===== config.mk =====
export PLATFORM = sky130hd
export DESIGN_NAME = microwave_timer_ctrl_flat
export DESIGN_NICKNAME = d
export VERILOG_FILES = /design/src/rtl/microwave_timer_ctrl_pkg.sv /design/src/rtl/microwave_timer_ctrl_if.sv /design/src/rtl/microwave_timer_ctrl_tick_gen.sv /design/src/rtl/microwave_timer_ctrl.sv /design/src/flat_wrapper.sv
export SDC_FILE = /design/constraint.sdc
export NUM_CORES = 1
export LEC_CHECK = 0
export CAP_MARGIN = 10
export CORE_MARGIN = 8
export CORE_UTILIZATION = 60
export DETAILED_ROUTE_END_ITERATION = 8
export GPL_ROUTABILITY_DRIVEN = 0
export PLACE_DENSITY = 0.83
export SLEW_MARGIN = 20
export SYNTH_ARGS = -nofsm -noshare
export SYNTH_HDL_FRONTEND = slang
export SYNTH_SLANG_ARGS = --single-unit

===== constraint.sdc =====
create_clock -name clk -period 5.5 [get_ports clk]
set_input_delay 0.825 -clock clk [delete_from_list [all_inputs] [get_ports clk]]
set_output_delay 0.825 -clock clk [all_outputs]
set_load 0.02 [all_outputs]

===== src/rtl/microwave_timer_ctrl_pkg.sv =====
// Shared types for the microwave cook timer: FSM states, mm:ss pair and the
// keypad-to-time normalisation used for both display and count load.
package microwave_timer_ctrl_pkg;

  typedef enum logic [2:0] {
    ST_IDLE   = 3'd0,
    ST_ENTRY  = 3'd1,
    ST_RUN    = 3'd2,
    ST_PAUSED = 3'd3,
    ST_DONE   = 3'd4
  } state_t;

  localparam int SEC_MAX = 59;

  typedef struct packed {
    logic [5:0] m;
    logic [5:0] s;
  } mmss_t;

  // Digits are m = d3 d2, s = d1 d0; seconds overflow carries into minutes,
  // anything past max_min clamps to max_min:59.
  function automatic mmss_t normalise_time(input logic [3:0] d3, input logic [3:0] d2,
                                           input logic [3:0] d1, input logic [3:0] d0,
                                           input int max_min);
    int    m;
    int    s;
    mmss_t r;
    m = 10 * int'(d3) + int'(d2);
    s = 10 * int'(d1) + int'(d0);
    if (s > SEC_MAX) begin
      s = s - 60;
      m = m + 1;
    end
    if (m > max_min) begin
      m = max_min;
      s = SEC_MAX;
    end
    r.m = m[5:0];
    r.s = s[5:0];
    return r;
  endfunction

endpackage


===== src/rtl/microwave_timer_ctrl_if.sv =====
// Keypad/control strobes in, display and status out. The controller sits on
// the slave side; whoever drives the keypad uses master.
interface microwave_timer_ctrl_if;
  logic       key_valid;
  logic [3:0] key_digit;
  logic       start;
  logic       pause;
  logic       cancel;
  logic       door_open;
  logic [5:0] minutes;
  logic [5:0] seconds;
  logic       running;
  logic       done;
  logic       beep;

  modport master (
    output key_valid, key_digit, start, pause, cancel, door_open,
    input  minutes, seconds, running, done, beep
  );

  modport slave (
    input  key_valid, key_digit, start, pause, cancel, door_open,
    output minutes, seconds, running, done, beep
  );
endinterface


===== src/rtl/microwave_timer_ctrl_tick_gen.sv =====
// One-second prescaler: counts enabled cycles 0..CLK_HZ-1 and pulses tick on
// the wrap cycle. Holding en low freezes the phase so a pause resumes mid-second.
module microwave_timer_ctrl_tick_gen #(
  parameter int CLK_HZ = 100_000_000
) (
  input  logic clk,
  input  logic rst_n,
  input  logic en,
  input  logic clr,
  output logic tick
);
  localparam int PW = (CLK_HZ > 1) ? $clog2(CLK_HZ) : 1;
  localparam logic [PW-1:0] LAST = PW'(CLK_HZ - 1);

  logic [PW-1:0] pre;

  always_ff @(posedge clk) begin
    if (!rst_n || clr) pre <= '0;
    else if (en)       pre <= (pre == LAST) ? '0 : pre + 1'b1;
  end

  assign tick = en && (pre == LAST);
endmodule


===== src/rtl/microwave_timer_ctrl.sv =====
// Microwave cook timer: keypad entry buffer, mm:ss down-counter driven by a
// 1 s tick, pause/door/cancel handling and a timed completion beep.
module microwave_timer_ctrl
  import microwave_timer_ctrl_pkg::*;
#(
  parameter int CLK_HZ    = 100_000_000,
  parameter int MAX_MIN   = 59,
  parameter int BEEP_SECS = 3
) (
  input  logic                  clk,
  input  logic                  rst_n,
  microwave_timer_ctrl_if.slave bus
);
  localparam int BW = (BEEP_SECS > 0) ? $clog2(BEEP_SECS + 1) : 1;

  state_t          state, state_n;
  logic [3:0][3:0] dig;
  mmss_t           entry_t;
  logic [5:0]      min_q, sec_q;
  logic [BW-1:0]   beep_cnt;
  logic            key_ok, tick, tick_en, load, shift;
  logic            cnt_last, beep_last;
  logic            running_d, done_d, beep_d;
  logic            running_q, done_q, beep_q;

  assign key_ok    = bus.key_valid && (bus.key_digit <= 4'd9);
  assign entry_t   = normalise_time(dig[3], dig[2], dig[1], dig[0], MAX_MIN);
  assign cnt_last  = (min_q == 6'd0) && (sec_q == 6'd1);
  assign beep_last = (beep_cnt == BW'(BEEP_SECS - 1));

  // A tick landing on a pause/door/cancel cycle is dropped by keeping the
  // prescaler disabled, which also freezes its phase for the resume.
  assign tick_en = ((state == ST_RUN) && !bus.cancel && !bus.door_open && !bus.pause) ||
                   (state == ST_DONE);

  microwave_timer_ctrl_tick_gen #(.CLK_HZ(CLK_HZ)) u_tick (
    .clk   (clk),
    .rst_n (rst_n),
    .en    (tick_en),
    .clr   (load || bus.cancel),
    .tick  (tick)
  );

  always_ff @(posedge clk) begin
    if (!rst_n) state <= ST_IDLE;
    else        state <= state_n;
  end

  always_comb begin
    state_n = state;
    load    = 1'b0;
    shift   = 1'b0;
    if (bus.cancel) begin
      state_n = ST_IDLE;
    end else begin
      unique case (state)
        ST_IDLE, ST_ENTRY: begin
          if (bus.start) begin
            if ((state == ST_ENTRY) && !bus.door_open && (entry_t != '0)) begin
              state_n = ST_RUN;
              load    = 1'b1;
            end
          end else if (key_ok) begin
            state_n = ST_ENTRY;
            shift   = 1'b1;
          end
        end
        ST_RUN: begin
          if (bus.door_open || bus.pause) state_n = ST_PAUSED;
          else if (tick && cnt_last)      state_n = ST_DONE;
        end
        ST_PAUSED: begin
          if (bus.start && !bus.door_open && !bus.pause) state_n = ST_RUN;
        end
        ST_DONE: begin
          if (bus.start || key_ok || (tick && beep_last)) state_n = ST_IDLE;
        end
        default: state_n = ST_IDLE;
      endcase
    end
  end

  always_comb begin
    running_d = (state_n == ST_RUN);
    done_d    = (state_n == ST_DONE);
    beep_d    = (state_n == ST_DONE);
  end

  always_ff @(posedge clk) begin
    if (!rst_n) begin
      running_q <= 1'b0;
      done_q    <= 1'b0;
      beep_q    <= 1'b0;
    end else begin
      running_q <= running_d;
      done_q    <= done_d;
      beep_q    <= beep_d;
    end
  end

  // Entry buffer is consumed by the count load and wiped whenever we fall back to IDLE.
  always_ff @(posedge clk) begin
    if (!rst_n || load || (state_n == ST_IDLE)) dig <= '0;
    else if (shift)                             dig <= {dig[2:0], bus.key_digit};
  end

  // min_q/sec_q double as the entry display and the running count.
  always_ff @(posedge clk) begin
    if (!rst_n || bus.cancel) begin
      min_q <= '0;
      sec_q <= '0;
    end else begin
      unique case (state)
        ST_IDLE, ST_ENTRY: begin
          min_q <= entry_t.m;
          sec_q <= entry_t.s;
        end
        ST_RUN: begin
          if (tick) begin
            if (sec_q != 6'd0) begin
              sec_q <= sec_q - 6'd1;
            end else begin
              min_q <= min_q - 6'd1;
              sec_q <= 6'(SEC_MAX);
            end
          end
        end
        ST_PAUSED: ;
        ST_DONE: begin
          min_q <= '0;
          sec_q <= '0;
        end
        default: begin
          min_q <= '0;
          sec_q <= '0;
        end
      endcase
    end
  end

  always_ff @(posedge clk) begin
    if (!rst_n || (state != ST_DONE)) beep_cnt <= '0;
    else if (tick)                    beep_cnt <= beep_cnt + 1'b1;
  end

  assign bus.minutes = min_q;
  assign bus.seconds = sec_q;
  assign bus.running = running_q;
  assign bus.done    = done_q;
  assign bus.beep    = beep_q;
endmodule

===== src/flat_wrapper.sv =====
// flat-port wrapper written by rule: the top's interface ports become plain ports
module microwave_timer_ctrl_flat import microwave_timer_ctrl_pkg::*;
#(
  parameter int CLK_HZ    = 100_000_000,
  parameter int MAX_MIN   = 59,
  parameter int BEEP_SECS = 3
)
  (clk, rst_n, bus_key_valid, bus_key_digit, bus_start, bus_pause, bus_cancel, bus_door_open, bus_minutes, bus_seconds, bus_running, bus_done, bus_beep);
  microwave_timer_ctrl_if bus_i ();
  input  logic clk;
  input  logic rst_n;
  input wire logic [$bits(bus_i.key_valid)-1:0] bus_key_valid;
  input wire logic [$bits(bus_i.key_digit)-1:0] bus_key_digit;
  input wire logic [$bits(bus_i.start)-1:0] bus_start;
  input wire logic [$bits(bus_i.pause)-1:0] bus_pause;
  input wire logic [$bits(bus_i.cancel)-1:0] bus_cancel;
  input wire logic [$bits(bus_i.door_open)-1:0] bus_door_open;
  output wire logic [$bits(bus_i.minutes)-1:0] bus_minutes;
  output wire logic [$bits(bus_i.seconds)-1:0] bus_seconds;
  output wire logic [$bits(bus_i.running)-1:0] bus_running;
  output wire logic [$bits(bus_i.done)-1:0] bus_done;
  output wire logic [$bits(bus_i.beep)-1:0] bus_beep;
  assign bus_i.key_valid = bus_key_valid;
  assign bus_i.key_digit = bus_key_digit;
  assign bus_i.start = bus_start;
  assign bus_i.pause = bus_pause;
  assign bus_i.cancel = bus_cancel;
  assign bus_i.door_open = bus_door_open;
  assign bus_minutes = bus_i.minutes;
  assign bus_seconds = bus_i.seconds;
  assign bus_running = bus_i.running;
  assign bus_done = bus_i.done;
  assign bus_beep = bus_i.beep;
  microwave_timer_ctrl #(.CLK_HZ(CLK_HZ), .MAX_MIN(MAX_MIN), .BEEP_SECS(BEEP_SECS)) u_core (.clk(clk), .rst_n(rst_n), .bus(bus_i));
endmodule

Yosys cells after proc, flatten, opt, wreduce, memory -nomap -nowiden

Cells that the tools add are included.

Bits in registers: 62
Output and inout port bits: 15

Mux-type cells: 28
Reductions and logical operators: 34
Bitwise operators: 1
Equality and inequality tests: 12
Multiply operators: 2
$lt $le $gt $ge: 3
Add/sub/neg operators: 8

Operator list:

| cell                  | number |
|---|---|
| $mux 6                | 7 |
| $pmux 6 s3            | 2 |
| $add 32x2->32 const B | 1 |
| $add 32x5->32         | 1 |
| $gt 32x7->1 const B   | 1 |
| $mux 32               | 1 |
| $add 27x1->27 const B | 1 |
| $eq 27x27->1 const B  | 1 |
| $mux 27               | 1 |
| $mux 3                | 8 |
| $mul 3x4->7 const A   | 2 |
| $logic_and 1x1->1     | 12 |
| $pmux 3 s4            | 1 |
| $reduce_bool 12->1    | 1 |
| $sub 6x1->6 const B   | 2 |
| $logic_or 1x1->1      | 10 |
| $add 8x4->9           | 1 |
| $eq 3x2->1 const B    | 3 |
| $gt 9x6->1 const B    | 1 |
| $mux 1                | 8 |
| $eq 3x3->1 const B    | 2 |
| $eq 6x1->1 const B    | 1 |
| $logic_not 3->1       | 2 |
| $logic_not 6->1       | 1 |
| other kinds (14)      | 17 |

Longest topological paths before layout

Depth in word-level cells: 14
Gate-level depth with buffers: 14
Mapped depth without buffers: 12

Cells and area by module

From an unflattened synthesis, not the netlist that was laid out.

Cells, all modules: 497
Area, all modules: 4237.8 um2

Modules (own cells, without submodules):

| module                        | seq. area each (um2) | instances | cells each | area each (um2) |
|---|---|---|---|---|
| microwave_timer_ctrl          | 700.7                | 1         | 352        | 2944.1 |
| microwave_timer_ctrl_tick_gen | 540.5                | 1         | 145        | 1293.7 |

Least setup slack after synthesis

No wires, ideal clock.

Kind: register -> register
Start point: reg u_core.dig[6] in the netlist's numbering
End point: reg u_core.min_q[1] (netlist: u_core.bus.minutes[1])
Slack: 1922 ps
Setup time: 130 ps
Data arrival time: 3448 ps
Cell stages (with the launch flop): 14
Data required time: 5370 ps
Cells stage by stage: dfxtp_1 > ha_1 > ha_1 > xor2_1 > ha_1 > inv_1 > a31oi_1 > and4_1 > buf_2 > o21ai_0 > a32o_1 > a311o_1 > a2111oi_0 > o31ai_1

Longest elaborated chain between the ends: 7

Ends and longest elaborated chain:

| what                   | RTL line                       | source |
|---|---|---|
| from (decl)            | microwave_timer_ctrl.sv:17     | `logic [3:0][3:0] dig;` |
| from (signal assigned) | microwave_timer_ctrl.sv:104    | `else if (shift) dig <= {dig[2:0], bus.key_digit};` |
| $mul 3x4->7 (*)        | microwave_timer_ctrl_pkg.sv:29 | `s = 10 * int'(d1) + int'(d0);` |
| $add 8x4->9 (*)        | microwave_timer_ctrl_pkg.sv:29 |  |
| $gt 9x6->1 (*)         | microwave_timer_ctrl_pkg.sv:30 | `if (s > SEC_MAX) begin` |
| $mux 32 (*)            | microwave_timer_ctrl_pkg.sv:30 |  |
| $gt 32x7->1            | microwave_timer_ctrl_pkg.sv:34 | `if (m > max_min) begin` |
| $mux 6 (*)             | microwave_timer_ctrl_pkg.sv:34 |  |
| $pmux 6 s3 (*)         | microwave_timer_ctrl.sv:113    | `unique case (state)` |
| to (signal assigned)   | microwave_timer_ctrl.sv:115    | `min_q <= entry_t.m;` |
| to (signal assigned)   | microwave_timer_ctrl.sv:123    | `min_q <= min_q - 6'd1;` |
| to (decl)              | microwave_timer_ctrl.sv:19     | `logic [5:0] min_q, sec_q;` |

Mark *: on every way between the ends. The rest lies on a longest branch, timed or not.
A chain may end at the register's enable or synchronous reset.

Worst setup path in the final report

Start point: reg u_core.dig[6] in the netlist's numbering
End point: reg u_core.dig[1] in the netlist's numbering

Longest elaborated chain between the ends: 14

Ends and longest elaborated chain:

| what                                                       | RTL line                       | source |
|---|---|---|
| $mul 3x4->7 (*)                                            | microwave_timer_ctrl_pkg.sv:29 |  |
| $add 8x4->9 (*)                                            | microwave_timer_ctrl_pkg.sv:29 |  |
| $gt 9x6->1                                                 | microwave_timer_ctrl_pkg.sv:30 |  |
| $mux 32                                                    | microwave_timer_ctrl_pkg.sv:30 |  |
| $gt 32x7->1                                                | microwave_timer_ctrl_pkg.sv:34 |  |
| $mux 6                                                     | microwave_timer_ctrl_pkg.sv:34 |  |
| $reduce_bool 12->1 (*)                                     | microwave_timer_ctrl.sv:59     | `if ((state == ST_ENTRY) && !bus.door_open && (entry_t != '0)) begin` |
| $logic_and 1x1->1 (*)                                      | microwave_timer_ctrl.sv:59     |  |
| $mux 3 / $mux 1 (equally long branches)                    | microwave_timer_ctrl.sv:59     |  |
| $mux 3 / $mux 1 (equally long branches)                    | microwave_timer_ctrl.sv:58     | `if (bus.start) begin` |
| $pmux 3 s4 / $mux 1 (equally long branches)                | microwave_timer_ctrl.sv:56     | `unique case (state)` |
| $mux 3 / $mux 1 (equally long branches)                    | microwave_timer_ctrl.sv:53     | `if (bus.cancel) begin` |
| $logic_not 3->1 / $logic_or 1x1->1 (equally long branches) | microwave_timer_ctrl.sv:103    | `if (!rst_n \|\| load \|\| (state_n == ST_IDLE)) dig <= '0;` |
| $logic_or 1x1->1 (*)                                       | microwave_timer_ctrl.sv:103    |  |

Marks and branches as above.

==> run metrics <==
outcome finished clean; Tot GR Track Use 20.6%; sequential fraction of the synthesis area between 20% and 30%; Sw Ratio 23.0%; final setup fails 0; clock share of power around 46%; Final Net Count between 500 and 600; Slew Viols, Final 0; layout cells sized above 1 around a tenth; Die Wd approximately 100 um; pre-CTS setup slack ~1200 ps; critical path launch point type flop; Psw between 0.0002 and 0.00025 W; post_cts resized 0; # port buffers 25; DR iter-0 viols between 200 and 300; Synth cell types just over 70; period utilization 79.0%; synthesis-stage register bit count between 60 and 70; DR vias around 3900; Primary FF master, synth dfxtp_1; H-tree Lvls 3; final WL roughly 10000 um; vias in the first global route 3666; clk_lat worst skew about 340 ps; number of synthesized flops with an enable pin 0; RSZ-0062 raised after global routing false; sequential power share around 51%; CP max stage cell a211oi_4; Final Critical Period 4340 ps; Max Freq approximately 230 MHz; Crit Path Category reg -> reg; R2R cell count 12; Mapped Nets 540; Netlist Area Pre-Place around 4300 sq um; Synth Instances ~500; io pins 26; worst hold path stage count 2; share of the synthesized area in the top cell type 29.0%; CP Data Required Time about 5700 ps; critical path's most frequent cell ha_1; Final Non-Filler Cells ~630; worst-margin pin slew 996 ps; Slew HR between 30% and 40%; post-DP HPWL roughly 7500 um; routed vias/inst ~6.2; WHS ~460 ps; Cells after DPL roughly 600; initial antenna violation count 0; mux contribution to synthesized area 4.73%; Synth Area in Simple Gates 27.0%; Post-synth top cells dfxtp_1, nor2_1, nand2_1, a21oi_1, nor3_1; area leader, netlist dfxtp_1; total negative slack 0 ps; largest family of logic cells by synthesized area simple AND/OR/NAND/NOR gates; Yosys warning count 0; Crit. End Element flop; synth top area cells dfxtp_1, ha_1, mux2i_1; CTS clock-pin slew for the worst setup and hold paths roughly 70 ps; worst stage delay on the critical path 790 ps; synthesis-to-layout area growth 11.6%; Worst Skew approximately 12 ps; fill count 576; PD cells ~190 nW/um^2; CTS tree built; core area about 7100 sq um; Combinational Power Share approximately 3.7%; die height between 100 and 150 um; initial core utilization 60.4%; root buffer cell clkbuf_8; Lkg Pwr between 1.5 and 2 nW; Core Rows 31; syn_area_per_cell 8.55 sq um; GR Overflow Total 0; Final Util 67.4%; Post-Synth XOR/XNOR Area 8.56%; fraction of the mapped netlist area in compound gates between 10% and 20%; drt pass-1 iters 5; max-capacitance violation count 0; count leader, synth dfxtp_1; Post-DRT Antenna Nets 0; CTS buffer count 9; Worst Setup Slack, final 1160 ps; Worst Path Max Fanout 16; first-pass GRT wire length around 17000 um; asr flop ratio synth 0%; Peak supply drop approximately 0.13 mV; CP cell instances ha_1 -> ha_1 -> xor2_1 -> ha_1 -> inv_1 -> a31oi_1 -> and4_1 -> o211ai_2 -> xnor2_2 -> a311oi_4 -> a211oi_4 -> nor3_1; Antenna diodes 0; wire per inst about 16 um; drt drc 0; Bufs on Longest Clock Path 2; critical path arrival between 4000 and 5000 ps; clk sinks between 60 and 70; min-delay worst type reg -> reg; Final Hold Vio Count 0; Post-CTS Setup Inserts 0; largest net degree at the start of global routing 28; post-cts hold buffer count 0; die outline area around 10000 sq um; P_int ~0.00068 W; adder-cell area share of the yosys netlist around 8.9%
-- power groups by stage --
stage	logic [W]	registers, W	clock network [W]
after floorplan	0.0000186	0.000460	0
after global placement	0.0000312	0.000460	0
after detailed placement	0.0000314	0.000460	0
after CTS	0.0000318	0.000449	0.000410
after global routing	0.0000349	0.000449	0.000428
final	0.0000324	0.000449	0.000404
-- worst max-delay path, delay by kind of cell (launching register included) --
| family | cells | cell delay (ps) |
|---|---|---|
| DFF | 1 | 450 |
| xor gates and xnor gates | 2 | 700 |
| and+or+nand+nor | 2 | 610 |
| buffers and inverters | 1 | 60 |
| adders and majority gates | 3 | 990 |
| AOI/OAI and AO/OA | 4 | 1380 |
-- cell families after synthesis --
family,Yosys count
and+or+nand+nor,207
DFF,62
xor gates and xnor gates,41
adders and majority gates,28
muxes,20
AOI/OAI and AO/OA,109
buffers and inverters,34
-- flip-flops by register name, summed over array words and instances, names as in the netlist --
| signal | count |
|---|---|
| u_core.bus.minutes | 6 |
| u_core.bus.seconds | 6 |
| u_core.bus.done | 1 |
| u_core.dig | 16 |
| u_core.bus.running | 1 |
| u_core.state | 3 |
| u_core.beep_cnt | 2 |
| u_core.u_tick.pre | 27 |
-- final cells by class --
| cell class | count | area [sq um] | area share, % |
|---|---|---|---|
| multi-input cells | 405 | 2890 | 60.4 |
| clock buffers | 10 | 138 | 2.88 |
| well taps | 99 | 124 | 2.59 |
| clock inverters | 5 | 58.8 | 1.23 |
| flip-flops and latches | 62 | 1240 | 26.0 |
| inverters | 16 | 60.1 | 1.26 |
| repair buffers | 28 | 273 | 5.71 |
-- routing by layer --
metal	global-route usage (%)	up-vias	routed length [um]
li1	-	1896	-
met1	25.6	1850	4600
met2	34.7	142	4890
met3	3.80	16	549
met4	6.98	0	140
met5	0	-	0
-- metrics by stage --
stage	cell area, sq um	total power, W
2_1_floorplan	4280	0.000478
5_1_grt	4780	0.000912
6_report	4780	0.000886
3_5_place_dp	4580	0.000491
3_3_place_gp	4580	0.000491
4_1_cts	4780	0.000891
-- placed cells by master, fill, tap and decap left out, drive strengths merged, types with 11 or more instances in the layout --
cell           count
o21ai             21
nor2              44
mux2i             18
inv               17
and3              11
a21oi             29
nand3             21
xor2              20
ha                24
clkdlybuf4s50     25
nand2             35
xnor2             21
nor3              43
dfxtp             62
-- final timing paths --
check                     startpoint                 end  slack [ps]
hold reg to reg   u_core.beep_cnt[0]  u_core.beep_cnt[0]         460
setup reg to reg       u_core.dig[6]       u_core.dig[1]        1160
hold / removal    u_core.beep_cnt[0]  u_core.beep_cnt[0]         460
setup / recovery       u_core.dig[6]       u_core.dig[1]        1160
Power figures use the tool's default switching activity.
